### src/rtl/fetch_queue.sv
// fetch_queue: decoupling FIFO between instruction fetch and decode.
// Circular buffer of {pc, instr} entries with first-word-fall-through output,
// synchronous highest-priority flush and an explicit occupancy count.
// Optional macro FETCH_QUEUE_BYPASS_EN: when the queue is empty, the incoming
// entry is presented on out_* in the same cycle and, if consumed, never stored.
module fetch_queue #(
    parameter int DEPTH   = 4,
    parameter int PC_W    = 32,
    parameter int INSTR_W = 32
) (
    input  logic                     clk,
    input  logic                     rst_n,
    input  logic                     flush,
    input  logic                     in_valid,
    output logic                     in_ready,
    input  logic [PC_W-1:0]          in_pc,
    input  logic [INSTR_W-1:0]       in_instr,
    output logic                     out_valid,
    input  logic                     out_ready,
    output logic [PC_W-1:0]          out_pc,
    output logic [INSTR_W-1:0]       out_instr,
    output logic [$clog2(DEPTH):0]   count
);

    localparam int AW = $clog2(DEPTH);
    localparam int CW = AW + 1;

    logic [AW-1:0]      rd_ptr_q, rd_ptr_d;
    logic [AW-1:0]      wr_ptr_q, wr_ptr_d;
    logic [CW-1:0]      count_q, count_d;

    logic [PC_W-1:0]    pc_mem_q    [DEPTH];
    logic [INSTR_W-1:0] instr_mem_q [DEPTH];

    logic empty;
    logic full;
    logic push;
    logic pop;
    logic bypass;

    // Status, handshake and FWFT output selection.
    always_comb begin
        empty     = (count_q == '0);
        full      = (count_q == CW'(DEPTH));
        in_ready  = !full;
        out_valid = !empty;
        out_pc    = empty ? '0 : pc_mem_q[rd_ptr_q];
        out_instr = empty ? '0 : instr_mem_q[rd_ptr_q];
`ifdef FETCH_QUEUE_BYPASS_EN
        bypass    = empty && in_valid && !flush;
        if (bypass) begin
            out_valid = 1'b1;
            out_pc    = in_pc;
            out_instr = in_instr;
        end
`else
        bypass    = 1'b0;
`endif
        // A bypassed entry taken by decode is consumed without being stored.
        pop  = !flush && !empty && out_ready;
        push = !flush && in_valid && !full && !(bypass && out_ready);
    end

    // Pointer and occupancy next-state; flush overrides any transfer.
    always_comb begin
        rd_ptr_d = rd_ptr_q;
        wr_ptr_d = wr_ptr_q;
        count_d  = count_q;
        if (flush) begin
            rd_ptr_d = '0;
            wr_ptr_d = '0;
            count_d  = '0;
        end else begin
            if (push) wr_ptr_d = wr_ptr_q + AW'(1);
            if (pop)  rd_ptr_d = rd_ptr_q + AW'(1);
            if (push && !pop)      count_d = count_q + CW'(1);
            else if (pop && !push) count_d = count_q - CW'(1);
        end
    end

    // Control state register with asynchronous reset.
    always_ff @(posedge clk or negedge rst_n) begin
        if (!rst_n) begin
            rd_ptr_q <= '0;
            wr_ptr_q <= '0;
            count_q  <= '0;
        end else begin
            rd_ptr_q <= rd_ptr_d;
            wr_ptr_q <= wr_ptr_d;
            count_q  <= count_d;
        end
    end

    // Entry storage; contents are don't-care after reset, so no reset here.
    always_ff @(posedge clk) begin
        if (push) begin
            pc_mem_q[wr_ptr_q]    <= in_pc;
            instr_mem_q[wr_ptr_q] <= in_instr;
        end
    end

    assign count = count_q;

endmodule

### config.mk
export PLATFORM = sky130hd
export DESIGN_NAME = fetch_queue
export DESIGN_NICKNAME = d
export VERILOG_FILES = /design/src/rtl/fetch_queue.sv
export SDC_FILE = /design/constraint.sdc
export NUM_CORES = 1
export LEC_CHECK = 0
export BUFFER_PORTS_ARGS = -buffer_cell sky130_fd_sc_hd__buf_4
export CAP_MARGIN = 30
export CORE_MARGIN = 8
export CORE_UTILIZATION = 61
export DETAILED_ROUTE_END_ITERATION = 8
export PLACE_DENSITY = 0.86
export SYNTH_ARGS = -nofsm -noshare
export SYNTH_HDL_FRONTEND = slang
export SYNTH_SLANG_ARGS = --single-unit
### constraint.sdc
create_clock -name clk -period 4.9 [get_ports clk]
set_input_delay 0 -clock clk [delete_from_list [all_inputs] [get_ports clk]]
set_output_delay 0 -clock clk [all_outputs]
set_load 0.005 [all_outputs]
Word level (Yosys, flattened, before mapping). Memories as Yosys holds them, arrays and structs flattened. Cells that the tools add are included. W data, S select, Z words.

Add/subtract/negate cells: 4. Reduce and logical (&&, ||, !) cells: 15. Multiplexer cells: 11. Equal/unequal tests: 1.

Operators with widths (count): $mux W32 (2); $mux W3 (3); $mux W2 (4); $logic_and A1 B1 Y1 (6); $logic_not A1 Y1 (5); $add A2 B1 Y2 const B (2); $reduce_bool A2 Y1 (2); $add A3 B1 Y3 const B (1); $eq A3 B3 Y1 const B (1); $logic_not A3 Y1 (1); $reduce_bool A3 Y1 (1); $sub A3 B1 Y3 const B (1); $mux W1 (2).

Flip-flop bits (word level): 7. Logic and storage cells: 36. RAM bits: 256. Output and inout port bits: 69. Memories: 2. Input bits: 69.

Memory list: instr_mem_q (depth 4, bits a word 32, read ports 1, clocked after memory_dff 0, wr ports 1, RTL line 33) `logic [INSTR_W-1:0] instr_mem_q [DEPTH];`; pc_mem_q (depth 4, bits a word 32, read ports 1, clocked after memory_dff 0, wr ports 1, RTL line 32) `logic [PC_W-1:0] pc_mem_q [DEPTH];`.

Longest topological paths before layout.
Word-level depth: 8. Mapped depth: 8.

Least setup slack after synthesis. No wires, ideal clock.

Kind: register -> register. Start point: register count_q[2], in the netlist count[2]. End point: memory instr_mem_q[0][0], enable pin. Stages on the path, launching flop included: 4. Arrival time: 1782 ps. Period minus slack after synthesis: 2176 ps. Setup slack: 2724 ps. Library setup time: 394 ps. Cells stage by stage: dfrtp_1 -> or3b_4 -> and3b_4 -> and2_2.

Longest elaborated chain between the ends: 5.

RTL lines: start, declared (RTL line 30) `logic [CW-1:0] count_q, count_d;`; start signal, assigned (RTL line 90) `count_q <= count_d;`; $eq A3 B3 Y1 (RTL line 44) `full = (count_q == CW'(DEPTH));`; $logic_not A1 Y1; named net in_ready (RTL line 15) `output logic in_ready,`; $logic_and A1 B1 Y1 (RTL line 61) `push = !flush && in_valid && !full && !(bypass && out_ready);`; $mux W1 (RTL line 96) `if (push) begin`; $mux W1 (implied by the code) (RTL line 98) `instr_mem_q[wr_ptr_q] <= in_instr;`; end, declared (RTL line 33).

The timed path passes the listed nets, and every way through them passes these cells.

Final worst setup path.
Start point: register rd_ptr_q[0]. End point: output port out_instr[14].

Longest elaborated chain between the ends: 2.

RTL lines: start, declared (RTL line 28) `logic [AW-1:0] rd_ptr_q, rd_ptr_d;`; start signal, assigned (RTL line 88) `rd_ptr_q <= rd_ptr_d;`; $mem_v2 Z4 W32; $mux W32 (RTL line 48) `out_instr = empty ? '0 : instr_mem_q[rd_ptr_q];`; end, declared (RTL line 21) `output logic [INSTR_W-1:0] out_instr,`.

No other way between the ends.

==> summary.md <==
| Metric | Value |
|---|---|
| Most common cell after layout, fill and taps aside | edfxtp_1 |
| Synthesized-area fraction occupied by adder cells | 0.00692 |
| Mux contribution to synthesized area | 0.143 |
| Maximum Capacitance Violations | 0 |
| Dpl ws | 2.34 ns |
| Seq cells post-synth | 263 |
| Final WL | 21500 µm |
| Clock sink count | between 200 and 300 |
| Syn-to-layout area delta | 28.2% |
| Period Utilization, post-route | 0.610 |
| Main combinational cell family by area after synthesis | multiplexers |
| Diode count | 0 |
| Main area contributors after synthesis | edfxtp_1 (76%), mux4_2 (14%), and2_1 (4.0%), dfrtp_1 (1.7%), ha_1 (0.49%) |
| Register area share after synthesis | 0.776 |
| Post-Syn Area | 10100 µm² |
| CTS root buffer | clkbuf_16 |
| Synth warn | 0 |
| HP Class | input port to register |
| Initial antenna violation count | 0 |
| All-layer global routing usage | 0.211 |
| Hold_ws | 0.237 ns |
| Mapped Avg Cell Area | between 20 and 25 µm² |
| CTS resizes | 0 |
| Buffers on Ports | 137 |
| Hold Fails Final Rpt | 0 |
| Top cell type's share of synthesized area | 0.759 |
| Via count | 5224 |
| Max-slew violation count | 0 |
| Max clock buf depth | 3 |
| Fin crit period | ~3.0 ns |
| Post-Synth XOR/XNOR Area | 0.00605 |
| Largest stage delay on the critical path | 1.04 ns |
| H-tree Lvls | 1 |
| Worst path cell trace | buf_4 -> mux4_2 -> and2_1 -> buf_4 |
| Post-CTS Hold Buffers | 71 |
| DP HPWL | 12400 µm |
| Post-DP Area | 11500 µm² |
| Grt ovf | 0 |
| Pwr/cell area | 501 nW/µm² |
| Required time worst endpoint | roughly 4.9 ns |
| Initial Utilization | 0.618 |
| Clock Skews | roughly 0.013 ns |
| Most Frequent Cell on Critical Path | buf_4 |
| Routed wire per std cell | 23.3 µm |
| Fraction of layout cells with a size suffix above 1 | 0.362 |
| Crit-path max FO | 47 |
| Fmax achieved | 335 MHz |
| Number of global-route vias before repair | 5842 |
| Static Leak | 4.51 nW |
| First-pass GRT wire length | between 30000 and 40000 µm |
| Post-CTS setup buffers | 0 |
| Slew HR | 0.391 |
| CTS tree | yes |
| Worst-Margin Slew | 0.913 ns |
| Largest net degree at the start of global routing | 48 |
| Area of the multi-input gates | 2160 µm² |
| Starting DRT DRC Count | 326 |
| Final worst slack | 1.91 ns |
| Final setup vio count | 0 |
| Cell variety after synth | 28 |
| Vias/cell | about 5.7 |
| Clock slew at reported path FFs | 0.06 ns |
| Synth area leader | edfxtp_1 |
| Die Y | 145 µm |
| Pwr Total | 6.51 mW |
| Status | completed |
| Seq. cell area | 7870 µm² |
| Critical Path Start Type | register |
| Final nets | 754 |
| Setup TNS | 0 ns |
| Simple-gate area share of the yosys netlist | 0.0531 |
| CORE AREA | 16400 µm² |
| Ports | roughly 140 |
| Compound-gate portion of the synthesized area | 0.00358 |
| Filler instances | 819 |
| Slowest cell on crit path | dfrtp_4 |
| Critical Path End Type | primary output |
| Syn Inst Count | 459 |
| Die area | roughly 21000 µm² |
| RSZ-0062 raised after global routing | false |
| Syn Nets | about 530 |
| Most frequent cells in the layout | edfxtp_1 (256), buf_4 (139), dlygate4sd3_1 (71), mux4_2 (64), and2_1 (64) |
| Gpl congestion | between 0.7 and 0.8 |
| VDD IR-drop max | approximately 0.34 mV |
| Critical Path AT | 2.99 ns |
| Critical path class | register to primary output |
| Num rows | 47 |
| Die width | 145 µm |
| Initial DRT Pass Iterations | 5 |
| Total clock buffers created by CTS | 26 |
| DRC errors left | 0 |
| Worst-Skew Late Latency | 0.51 ns |
| Final instance area | 13000 µm² |
| DRT antenna net count | 0 |
[sequential cells by signal, summed over array words and instances (netlist names)]
| register | count |
|---|---|
| instr_mem_q | 128 |
| pc_mem_q | 128 |
| count | 3 |
| rd_ptr_q | 2 |
| wr_ptr_q | 2 |
[through the flow]
stage,instances,utilization
after floorplan,459,-
after CTS,919,0.792
after global routing,919,0.792
final,919,0.792
after global placement,796,0.693
after detailed placement,801,0.701
[power breakdown]
group | total [mW] | internal (mW) | switching [mW]
combinational | 1.91 | 1.10 | 0.813
clock | 1.80 | 1.04 | 0.760
sequential | 2.80 | 2.63 | 0.164
[per-layer routing]
layer  share of wire  wire (µm)  global-route usage
met1            0.37       8010               0.251
met2            0.53      11500               0.378
met3           0.075       1620              0.0482
met4           0.016        351              0.0564
met5               0          0             0.00262
[path summary, 6_finish.rpt]
check	start	endpoint	slack [ns]	depth (start not counted)
worst max-delay path	rd_ptr_q[0]	out_instr[14]	1.91	4
worst min-delay path	in_pc[29]	pc_mem_q[1][29]	0.24	2
worst max register to register	count[2]	count[2]	2.00	9
worst min register to register	wr_ptr_q[1]	wr_ptr_q[1]	0.62	2
max in group asynchronous	rst_n	rd_ptr_q[0]	4.09	3
min in group asynchronous	rst_n	count[1]	0.51	3
[final cells by class]
type                            instances  share of cell area
Clock buffer                           40              0.0573
Clock inverter                          7             0.00279
Inverter                                5             0.00144
Multi-Input combinational cell        169               0.167
Sequential cell                       263               0.606
Tap cell                              220              0.0212
Timing Repair Buffer                  215               0.145
[logic make-up after synthesis]
logic type | count (synthesis)
DFF | 263
and+or+nand+nor | 87
muxes | 65
buffers and inverters | 27
xor gates and xnor gates | 7
AOI/OAI and AO/OA | 5
adders and majority gates | 5
[synthesized netlist by cell type (all sizes together)]
| master | count |
|---|---|
| nor2 | 7 |
| mux2 | 1 |
| and2 | 70 |
| or3 | 1 |
| fa | 1 |
| dfrtp | 7 |
| nand3 | 2 |
| ha | 4 |
| nand2 | 2 |
| a32oi | 1 |
| xor2 | 4 |
| nand2b | 1 |
| a31oi | 1 |
| inv | 5 |
| nor2b | 1 |
| nor3 | 1 |
| or3b | 1 |
| a21oi | 1 |
| o221ai | 1 |
| clkbuf | 10 |
| edfxtp | 256 |
| xnor2 | 3 |
| o31ai | 1 |
| mux4 | 64 |
| buf | 12 |
| and3b | 1 |
[worst max-delay path, delay by kind of cell (launching register included)]
family	cells	cell delay, ns
DFF	1	1.04
and+or+nand+nor	1	0.18
buffers and inverters	2	0.65
muxes	1	0.57
No activity file was read; power rests on OpenSTA's default activity.
